**src/rtl/ahbl_slave_mux_pkg.sv**
```systemverilog
// Shared AHB-Lite types and constants for the slave multiplexer and its default slave.
package ahbl_slave_mux_pkg;

  typedef enum logic [1:0] {
    HTRANS_IDLE   = 2'b00,
    HTRANS_BUSY   = 2'b01,
    HTRANS_NONSEQ = 2'b10,
    HTRANS_SEQ    = 2'b11
  } htrans_e;

  localparam logic HRESP_OKAY  = 1'b0;
  localparam logic HRESP_ERROR = 1'b1;

  localparam logic [2:0] HSIZE_WORD = 3'b010;

  typedef enum logic [1:0] {
    DEF_IDLE = 2'b00,
    DEF_ERR1 = 2'b01,
    DEF_ERR2 = 2'b10
  } def_state_e;

  // NONSEQ and SEQ both have bit 1 set; IDLE and BUSY carry no transfer.
  function automatic logic is_active(input logic [1:0] htrans);
    return htrans[1];
  endfunction

endpackage

```
**src/rtl/ahbl_default_slave.sv**
```systemverilog
// Default slave: answers every accepted transfer with the two-cycle AHB-Lite ERROR response.
module ahbl_default_slave
  import ahbl_slave_mux_pkg::*;
(
  input  logic       clk,
  input  logic       rstn,
  input  logic       hsel,
  input  logic [1:0] htrans,
  input  logic       hready,
  output logic       err_hready,
  output logic       err_hresp,
  output def_state_e state
);

  logic take;
  assign take = hsel & is_active(htrans) & hready;

  always_ff @(posedge clk) begin
    if (!rstn) begin
      state      <= DEF_IDLE;
      err_hready <= 1'b1;
      err_hresp  <= HRESP_OKAY;
    end else begin
      case (state)
        DEF_IDLE, DEF_ERR2: begin
          // ERR2 is the last data cycle, so a new unmapped access can start here.
          if (take) begin
            state      <= DEF_ERR1;
            err_hready <= 1'b0;
            err_hresp  <= HRESP_ERROR;
          end else begin
            state      <= DEF_IDLE;
            err_hready <= 1'b1;
            err_hresp  <= HRESP_OKAY;
          end
        end
        DEF_ERR1: begin
          state      <= DEF_ERR2;
          err_hready <= 1'b1;
          err_hresp  <= HRESP_ERROR;
        end
        default: begin
          state      <= DEF_IDLE;
          err_hready <= 1'b1;
          err_hresp  <= HRESP_OKAY;
        end
      endcase
    end
  end

endmodule

```
**src/rtl/ahbl_slave_mux.sv**
```systemverilog
// Single-master AHB-Lite decoder and slave multiplexer with a built-in ERROR default slave.
// Handshake: a transfer is accepted on a rising clk with m_hready=1; its data phase
// completes on the first later rising edge where m_hready=1 again.
module ahbl_slave_mux
  import ahbl_slave_mux_pkg::*;
#(
  parameter int NUM_SLV        = 15,
  parameter int ADDR_WIDTH     = 32,
  parameter int DATA_WIDTH     = 32,
  parameter int SEL_BITS       = 4,
  parameter int SLV_ADDR_WIDTH = 28,
  parameter logic [NUM_SLV-1:0] SLV_EN_MASK = '1
) (
  input  logic                                  clk,
  input  logic                                  rstn,
  input  logic [ADDR_WIDTH-1:0]                 m_haddr,
  input  logic [2:0]                            m_hburst,
  input  logic [2:0]                            m_hsize,
  input  logic [3:0]                            m_hprot,
  input  logic [1:0]                            m_htrans,
  input  logic                                  m_hwrite,
  input  logic                                  m_hmastlock,
  input  logic [DATA_WIDTH-1:0]                 m_hwdata,
  output logic [DATA_WIDTH-1:0]                 m_hrdata,
  output logic                                  m_hready,
  output logic                                  m_hresp,
  output logic [NUM_SLV-1:0]                    s_hsel,
  output logic [NUM_SLV-1:0][ADDR_WIDTH-1:0]    s_haddr,
  output logic [NUM_SLV-1:0][2:0]               s_hburst,
  output logic [NUM_SLV-1:0][2:0]               s_hsize,
  output logic [NUM_SLV-1:0][3:0]               s_hprot,
  output logic [NUM_SLV-1:0][1:0]               s_htrans,
  output logic [NUM_SLV-1:0]                    s_hwrite,
  output logic [NUM_SLV-1:0][DATA_WIDTH-1:0]    s_hwdata,
  output logic                                  s_hreadyin,
  input  logic [NUM_SLV-1:0]                    s_hready,
  input  logic [NUM_SLV-1:0]                    s_hresp,
  input  logic [NUM_SLV-1:0][DATA_WIDTH-1:0]    s_hrdata
);

  localparam int DEF = NUM_SLV;

  logic [SEL_BITS-1:0]   region;
  logic [ADDR_WIDTH-1:0] fwd_addr;
  logic                  mapped;
  logic                  active;
  logic [NUM_SLV:0]      dsel;
  logic                  dwrite;
  logic                  def_hready;
  logic                  def_hresp;
  def_state_e            def_state;

  assign region   = m_haddr[ADDR_WIDTH-1 -: SEL_BITS];
  assign fwd_addr = ADDR_WIDTH'(m_haddr[SLV_ADDR_WIDTH-1:0]);
  assign active   = is_active(m_htrans);
  assign mapped   = |s_hsel;

  // Address phase: decode and per-port fan-out, parked values on unselected ports.
  always_comb begin
    s_hsel   = '0;
    s_haddr  = '0;
    s_hburst = '0;
    s_hsize  = '0;
    s_hprot  = '0;
    s_htrans = '0;
    s_hwrite = '0;
    for (int i = 0; i < NUM_SLV; i++) begin
      if (region == SEL_BITS'(i) && SLV_EN_MASK[i]) s_hsel[i] = 1'b1;
      if (s_hsel[i]) begin
        s_haddr[i]  = fwd_addr;
        s_hburst[i] = m_hburst;
        s_hsize[i]  = m_hsize;
        s_hprot[i]  = m_hprot;
        s_htrans[i] = m_htrans;
        s_hwrite[i] = m_hwrite;
      end else begin
        s_hsize[i]  = HSIZE_WORD;
        s_htrans[i] = HTRANS_IDLE;
      end
    end
  end

  always_ff @(posedge clk) begin
    if (!rstn) begin
      dsel   <= '0;
      dwrite <= 1'b0;
    end else if (m_hready) begin
      if (active) begin
        dsel   <= {~mapped, s_hsel};
        dwrite <= m_hwrite;
      end else begin
        dsel   <= '0;
        dwrite <= 1'b0;
      end
    end
  end

  ahbl_default_slave u_default_slave (
    .clk        (clk),
    .rstn       (rstn),
    .hsel       (~mapped),
    .htrans     (m_htrans),
    .hready     (m_hready),
    .err_hready (def_hready),
    .err_hresp  (def_hresp),
    .state      (def_state)
  );

  // Data phase: everything here is steered by the registered dsel/dwrite.
  always_comb begin
    m_hready = 1'b1;
    m_hresp  = HRESP_OKAY;
    m_hrdata = '0;
    s_hwdata = '0;
    if (dsel[DEF]) begin
      m_hready = def_hready;
      m_hresp  = def_hresp;
    end
    for (int i = 0; i < NUM_SLV; i++) begin
      if (dsel[i]) begin
        m_hready    = s_hready[i];
        m_hresp     = s_hresp[i];
        s_hwdata[i] = m_hwdata;
        if (!dwrite) m_hrdata = s_hrdata[i];
      end
    end
  end

  assign s_hreadyin = m_hready;

  logic unused_ok;
  assign unused_ok = ^{m_hmastlock, def_state, m_haddr};

endmodule
```
**config.mk**
```make
export PLATFORM = sky130hd
export DESIGN_NAME = ahbl_slave_mux
export DESIGN_NICKNAME = d
export VERILOG_FILES = /design/src/rtl/ahbl_slave_mux_pkg.sv /design/src/rtl/ahbl_default_slave.sv /design/src/rtl/ahbl_slave_mux.sv
export SDC_FILE = /design/constraint.sdc
export NUM_CORES = 1
export LEC_CHECK = 0
export BUFFER_PORTS_ARGS = -buffer_cell sky130_fd_sc_hd__buf_4
export CAP_MARGIN = 20
export CORE_AREA = 2 2 699 701
export CTS_CLUSTER_DIAMETER = 80
export DETAILED_ROUTE_END_ITERATION = 10
export DIE_AREA = 0 0 701 703
export GPL_TIMING_DRIVEN = 0
export PLACE_DENSITY_LB_ADDON = 0.15
export SYNTH_ARGS = -nofsm -noshare
export SYNTH_HDL_FRONTEND = slang
export SYNTH_HIERARCHICAL = 1
export SYNTH_SLANG_ARGS = --single-unit
export TNS_END_PERCENT = 5
```
**constraint.sdc**
```tcl
create_clock -name clk -period 5.01 [get_ports clk]
set_input_delay 0.2505 -clock clk [delete_from_list [all_inputs] [get_ports clk]]
set_output_delay 0.2505 -clock clk [all_outputs]
set_load 0.01 [all_outputs]
```
; ---- After elaboration in Yosys (flattened, before gate mapping)
; Cells that the tools add are included.
[word_totals]
elab_cells = 218
input_bits = 590
output_inout_bits = 1205
reg_bits = 21
[classes]
n_reduce_logical = 5
bitwise = 3
mux = 189
n_eq_ne = 16
[op_table]
columns = cell, n
row1 = $mux W32, 45
row2 = $mux W28, 15
row3 = $mux W3, 30
row4 = $mux W1, 66
row5 = $mux W4, 15
row6 = $mux W2, 15
row7 = $eq A4 B4 Y1 const B, 7
row8 = $eq A4 B3 Y1 const B, 4
row9 = $mux W16, 1
row10 = $reduce_or A15 Y1, 1
row11 = $eq A4 B2 Y1 const B, 2
row12 = $eq A4 B1 Y1 const B, 1
row13 = $logic_not A4 Y1, 1
row14 = $pmux W2 S2, 1
row15 = $and A1 B1 Y1, 2
row16 = $eq A2 B1 Y1 const B, 1
row17 = $eq A2 B2 Y1 const B, 1
row18 = $logic_not A2 Y1, 1
row19 = $pmux W1 S2, 1
row20 = $reduce_and A2 Y1, 1
row21 = $reduce_or A2 Y1, 1
row22 = $not A1 Y1, 1

; ---- Longest topological paths before layout
[depth]
depth_word = 30
depth_mapped = 9
ltp_nobuf = 7

; ---- Hierarchy
; The synthesis kept the hierarchy.
[by_module_without_submodules]
columns = module, instances, cells_per_inst, area_each_um2, seq_area_each_um2
row1 = ahbl_slave_mux, 1, 2205, 13601.8, 340.3
row2 = ahbl_default_slave, 1, 10, 120.1, 80.1

; ---- Worst setup path after synthesis
; No wires, ideal clock.
[synth_path]
kind = flip-flop to flip-flop
startpoint = register dsel[5]
endpoint = register u_default_slave.state[0]
required_ps = 4951
arrival_ps = 1977
setup_slack_ps = 2974
stages_incl_launch_ff = 10
path_cell_list = dfxtp_1 buf_6 nor2b_1 o41ai_2 o21a_1 o2111ai_1 o21ai_2 buf_6 and4b_1 and2_1
[synth_between]
elab_chain_len = 13
[synth_rtl]
columns = element, line_no
row1 = start: declaration, ahbl_slave_mux.sv:47  ; logic [NUM_SLV:0] dsel;
row2 = start signal: assignment, ahbl_slave_mux.sv:89  ; dsel <= {~mapped, s_hsel};
row3 = $mux W1 (10 in a row), ahbl_slave_mux.sv:120  ; if (dsel[i]) begin
row4 = via m_hready, ahbl_slave_mux.sv:25  ; output logic m_hready,
row5 = $and A1 B1 Y1, ahbl_default_slave.sv:16  ; assign take = hsel & is_active(htrans) & hready;
row6 = $mux W1, ahbl_default_slave.sv:27  ; if (take) begin
row7 = $pmux W2 S2, ahbl_default_slave.sv:24  ; case (state)
row8 = end signal: assignment, ahbl_default_slave.sv:20  ; state <= DEF_IDLE;
row9 = end signal: assignment, ahbl_default_slave.sv:28  ; state <= DEF_ERR1;
row10 = end signal: assignment, ahbl_default_slave.sv:32  ; state <= DEF_IDLE;
row11 = end: declaration, ahbl_default_slave.sv:12  ; output def_state_e state
; The timed path passes the listed nets, and every way through them passes these cells.
; A chain may end at the register's enable or synchronous reset.

; ---- Final worst setup path
[layout_path]
startpoint = register dsel[7]
endpoint = output port m_hrdata[29]
[layout_between]
elab_chain_len = 15
[layout_rtl]
columns = element, line_no
row1 = $mux W32 (*), ahbl_slave_mux.sv:120
row2 = $mux W32, ahbl_slave_mux.sv:124  ; if (!dwrite) m_hrdata = s_hrdata[i];
row3 = $mux W32 (*), ahbl_slave_mux.sv:120
row4 = $mux W32, ahbl_slave_mux.sv:124
row5 = $mux W32 (*), ahbl_slave_mux.sv:120
row6 = $mux W32, ahbl_slave_mux.sv:124
row7 = $mux W32 (*), ahbl_slave_mux.sv:120
row8 = $mux W32, ahbl_slave_mux.sv:124
row9 = $mux W32 (*), ahbl_slave_mux.sv:120
row10 = $mux W32, ahbl_slave_mux.sv:124
row11 = $mux W32 (*), ahbl_slave_mux.sv:120
row12 = $mux W32, ahbl_slave_mux.sv:124
row13 = $mux W32 (*), ahbl_slave_mux.sv:120
row14 = $mux W32, ahbl_slave_mux.sv:124
row15 = $mux W32 (*), ahbl_slave_mux.sv:120
row16 = end: declaration, ahbl_slave_mux.sv:24  ; output logic [DATA_WIDTH-1:0] m_hrdata,
; Mark *: on every way between the ends. The rest lies on a longest branch, timed or not.

==> impl_metrics.csv <==
group,metric,value,unit
sta,finalHoldViolCount,0,
final_layout,utilization,0.0759,
die,std_cell_rows,256,
route,drc_errors,0,
cts,clockBufferDepth,2,
cts,cts_setup_buffers,0,
global_routing,grt_max_degree,13,
placement,dp_slack,0.659,ns
worst_setup_path,ff2ff_setup_slack,2.14,ns
die,die_w,701,um
sta,max_slew_margin,0.171,
global_routing,gr-total-overflow,0,
route,postRouteAntennaNets,0,
route,drt-wirelength-per-cell,31.4,um
placement,gpl.final_weighted_congestion,0.813,
pwr,ir_drop,0.000146,V
cts,cts-buffers-inserted,3,
worst_setup_path,crit_path_start_kind,"flip-flop",
worst_setup_path,critPathRequiredTime,4.76,ns
route,vias,25900,
sta,finalSetupViolCount,0,
synth,synth_cells,2215,
pwr,total_power,2.29,mW
die,coreArea,0.485,mm^2
pwr,p_per_area,62.2,mW/mm^2
cts,cts_tree,"done",
worst_hold_path,hold_class,"in -> reg",
placement,dp_hpwl,308000,um
die,start_util,0.0283,
sta,max_freq,231,MHz
sta,setup_slack,0.689,ns
synth,avgSynthCellArea,6.19,um^2
cts,clk_latency,0.26,ns
worst_setup_path,cp-end-kind,"primary output",
die,dieArea,0.493,mm^2
cts,path_clk_slew,0.06,ns
synth,ys_seq_area_frac,0.0306,
sta,slew_violations,0,
sta,post-route-period-util,0.863,
flow_run,cap_violations,0,
synth,synth_enable_flop_cells,0,
worst_setup_path,r2r-start,"dsel[7]",
route,drt-pass1-iter-count,5,
cts,ctsHoldBuffers,0,
run_status,status,"finished clean",
global_routing,grt_pass1_wl,385000,um
synth,synth_ff_type,"dfxtp_1",
cts,cts-htree-levels,1,
global_routing,antenna_found_initial,256,
die,pin_count,1795,
route,routed_wl,333000,um
sta,fin_tns_setup,0,ns
worst_hold_path,holdPathEnd,"u_default_slave/err_hready",
worst_setup_path,startpoint,"dsel[7]",
sta,min_period,4.32,ns
sta,finClkSkew,0.00520,ns
worst_setup_path,arrival,4.07,ns
worst_hold_path,holdPathStages,2,
worst_setup_path,rr_endpoint,"u_default_slave/err_hresp",
route,via_per_inst,2.44,
final_layout,area_delta_synth_final,168,%
worst_setup_path,r2r.worst_path.cells,9,
synth,async_flop_share,0,
placement,portBuffers,1732,
worst_setup_path,crit_type,"reg -> out",
final_layout,drive_above_1_share,0.486,
final_layout,n_fill_cell,57500,
route,dr.first_iter.drc_count,2105,
synth,synth_area_leaders,"and2_1 (49%), clkbuf_1 (7.8%), o22ai_1 (6.0%)",
sta,max_slew.worst_pin.slew,1.24,ns
global_routing,grt_pass1_vias,24600,
worst_setup_path,cp_max_fo,10,
synth,ys_ff_latch,21,
cts,cts.sink_count,21,
sta,rsz0062_at_grt,"no",
synth,synth_top_cell_by_area,"and2_1",
synth,synth_cell_types,46,
synth,syn_area,0.0137,mm^2
pwr,leakage,15.3,nW
sta,hold_ws,0.202,ns
worst_hold_path,hold_start,"rstn",
final_layout,fin_nets,4689,
synth,synth_top_area_frac,0.486,
global_routing,grt_use_total,0.128,
die,die-height,703,um
cts,ctsResizeCount,0,
synth,yosysWarnings,6,
cts,root_buffer,"clkbuf_16",
-- kinds of logic after synthesis --
group	synth area share
AND/OR/NAND/NOR	0.576
AO/OA/AOI/OAI	0.267
buffers and inverters	0.126
flip-flops	0.0306
other	0.000273
-- metrics by stage --
step	cell area [um^2]	cells
final	36800	10600
after global routing	36700	10600
after CTS	36600	10500
after detailed placement	36600	10500
after global placement	35000	10500
after floorplan	13900	2274
-- layout make-up --
class | count | area [um^2] | area share
Inverter | 18 | 67.6 | 0.00183
Clock inverter | 1 | 5.00 | 0.000136
Antenna cell | 67 | 168 | 0.00455
Clock buffer | 3 | 75.1 | 0.00204
Sequential cell | 21 | 420 | 0.0114
Timing Repair Buffer | 1820 | 14500 | 0.393
Buffer | 366 | 1710 | 0.0464
Tap cell | 6450 | 8070 | 0.219
Multi-Input combinational cell | 1869 | 11900 | 0.322
-- synthesized netlist by cell type (2+ instances only) --
| cell | instances |
|---|---|
| and2_1 | 1067 |
| clkbuf_1 | 285 |
| o22ai_1 | 132 |
| nor2b_1 | 76 |
| a21oi_1 | 74 |
| a221oi_1 | 64 |
| a22oi_1 | 64 |
| buf_4 | 62 |
| nand2_1 | 59 |
| nor2_1 | 59 |
| o21ai_0 | 39 |
| o31ai_1 | 32 |
| o32a_1 | 32 |
| a211oi_2 | 30 |
| dfxtp_1 | 21 |
| nand2b_1 | 17 |
| inv_1 | 16 |
| nor3_1 | 13 |
| or3_1 | 10 |
| buf_2 | 9 |
| o22ai_2 | 9 |
| buf_6 | 6 |
| a211oi_1 | 5 |
| buf_1 | 4 |
| nor3b_1 | 3 |
| o32ai_1 | 3 |
| a2111oi_0 | 2 |
| clkinv_1 | 2 |
| nand3b_1 | 2 |
| o21a_1 | 2 |
-- state kept, by name, indices dropped and copies added (netlist names) --
signal	count
u_default_slave/err_hresp	1
dwrite	1
u_default_slave/err_hready	1
u_default_slave/state	2
dsel	16
-- worst max path at each step --
stage / endpoint / slack (ns) / cells after the start
global route: m_hrdata[28] / 0.42 / 8
finish: m_hrdata[29] / 0.69 / 9
global placement: s_hwrite[1] / -2.91 / 7
CTS: m_hrdata[28] / 0.37 / 8
detailed placement: m_hrdata[28] / 0.66 / 8
floorplan: u_default_slave/state[0] / 2.97 / 9
-- metal layers --
layer  wire, um  GRT usage
met5        363          0
met4       4520     0.0117
met3      24400     0.0316
met2     178000      0.247
met1     125000      0.144
-- critical path, stage by stage (launching register included) --
cell and delay [ns]:
dfxtp_1 0.30, buf_2 0.38, clkinv_1 0.59, buf_16 0.36
clkbuf_1 0.29, o22ai_1 0.64, a211oi_2 0.23, o22ai_1 0.63
a21oi_1 0.17, buf_4 0.19
-- layout by cell type, fill, tap and decap left out, drive strengths merged, types with 2 or more instances in the layout --
cell type	instances
a22oi	64
and2	1067
clkbuf	288
or3	10
o31ai	32
a21oi	74
nand2	59
o22ai	141
buf	1901
nand2b	17
clkinv	3
nand3b	2
o32a	32
o22a	2
o21ai	41
nor3b	3
o21a	2
conb	60
a221oi	64
o32ai	3
diode	67
nor3	13
inv	16
a211oi	35
nor2b	76
a2111oi	2
nor2	59
o41ai	2
dfxtp	21
-- power breakdown --
group | total (mW) | leakage [nW] | internal [mW] | switching (mW)
Combinational | 1.94 | 15.1 | 0.732 | 1.21
Clock | 0.174 | 0.0413 | 0.107 | 0.0671
Sequential | 0.172 | 0.170 | 0.170 | 0.00204
Note: power is estimated with default switching activity, not from simulation.
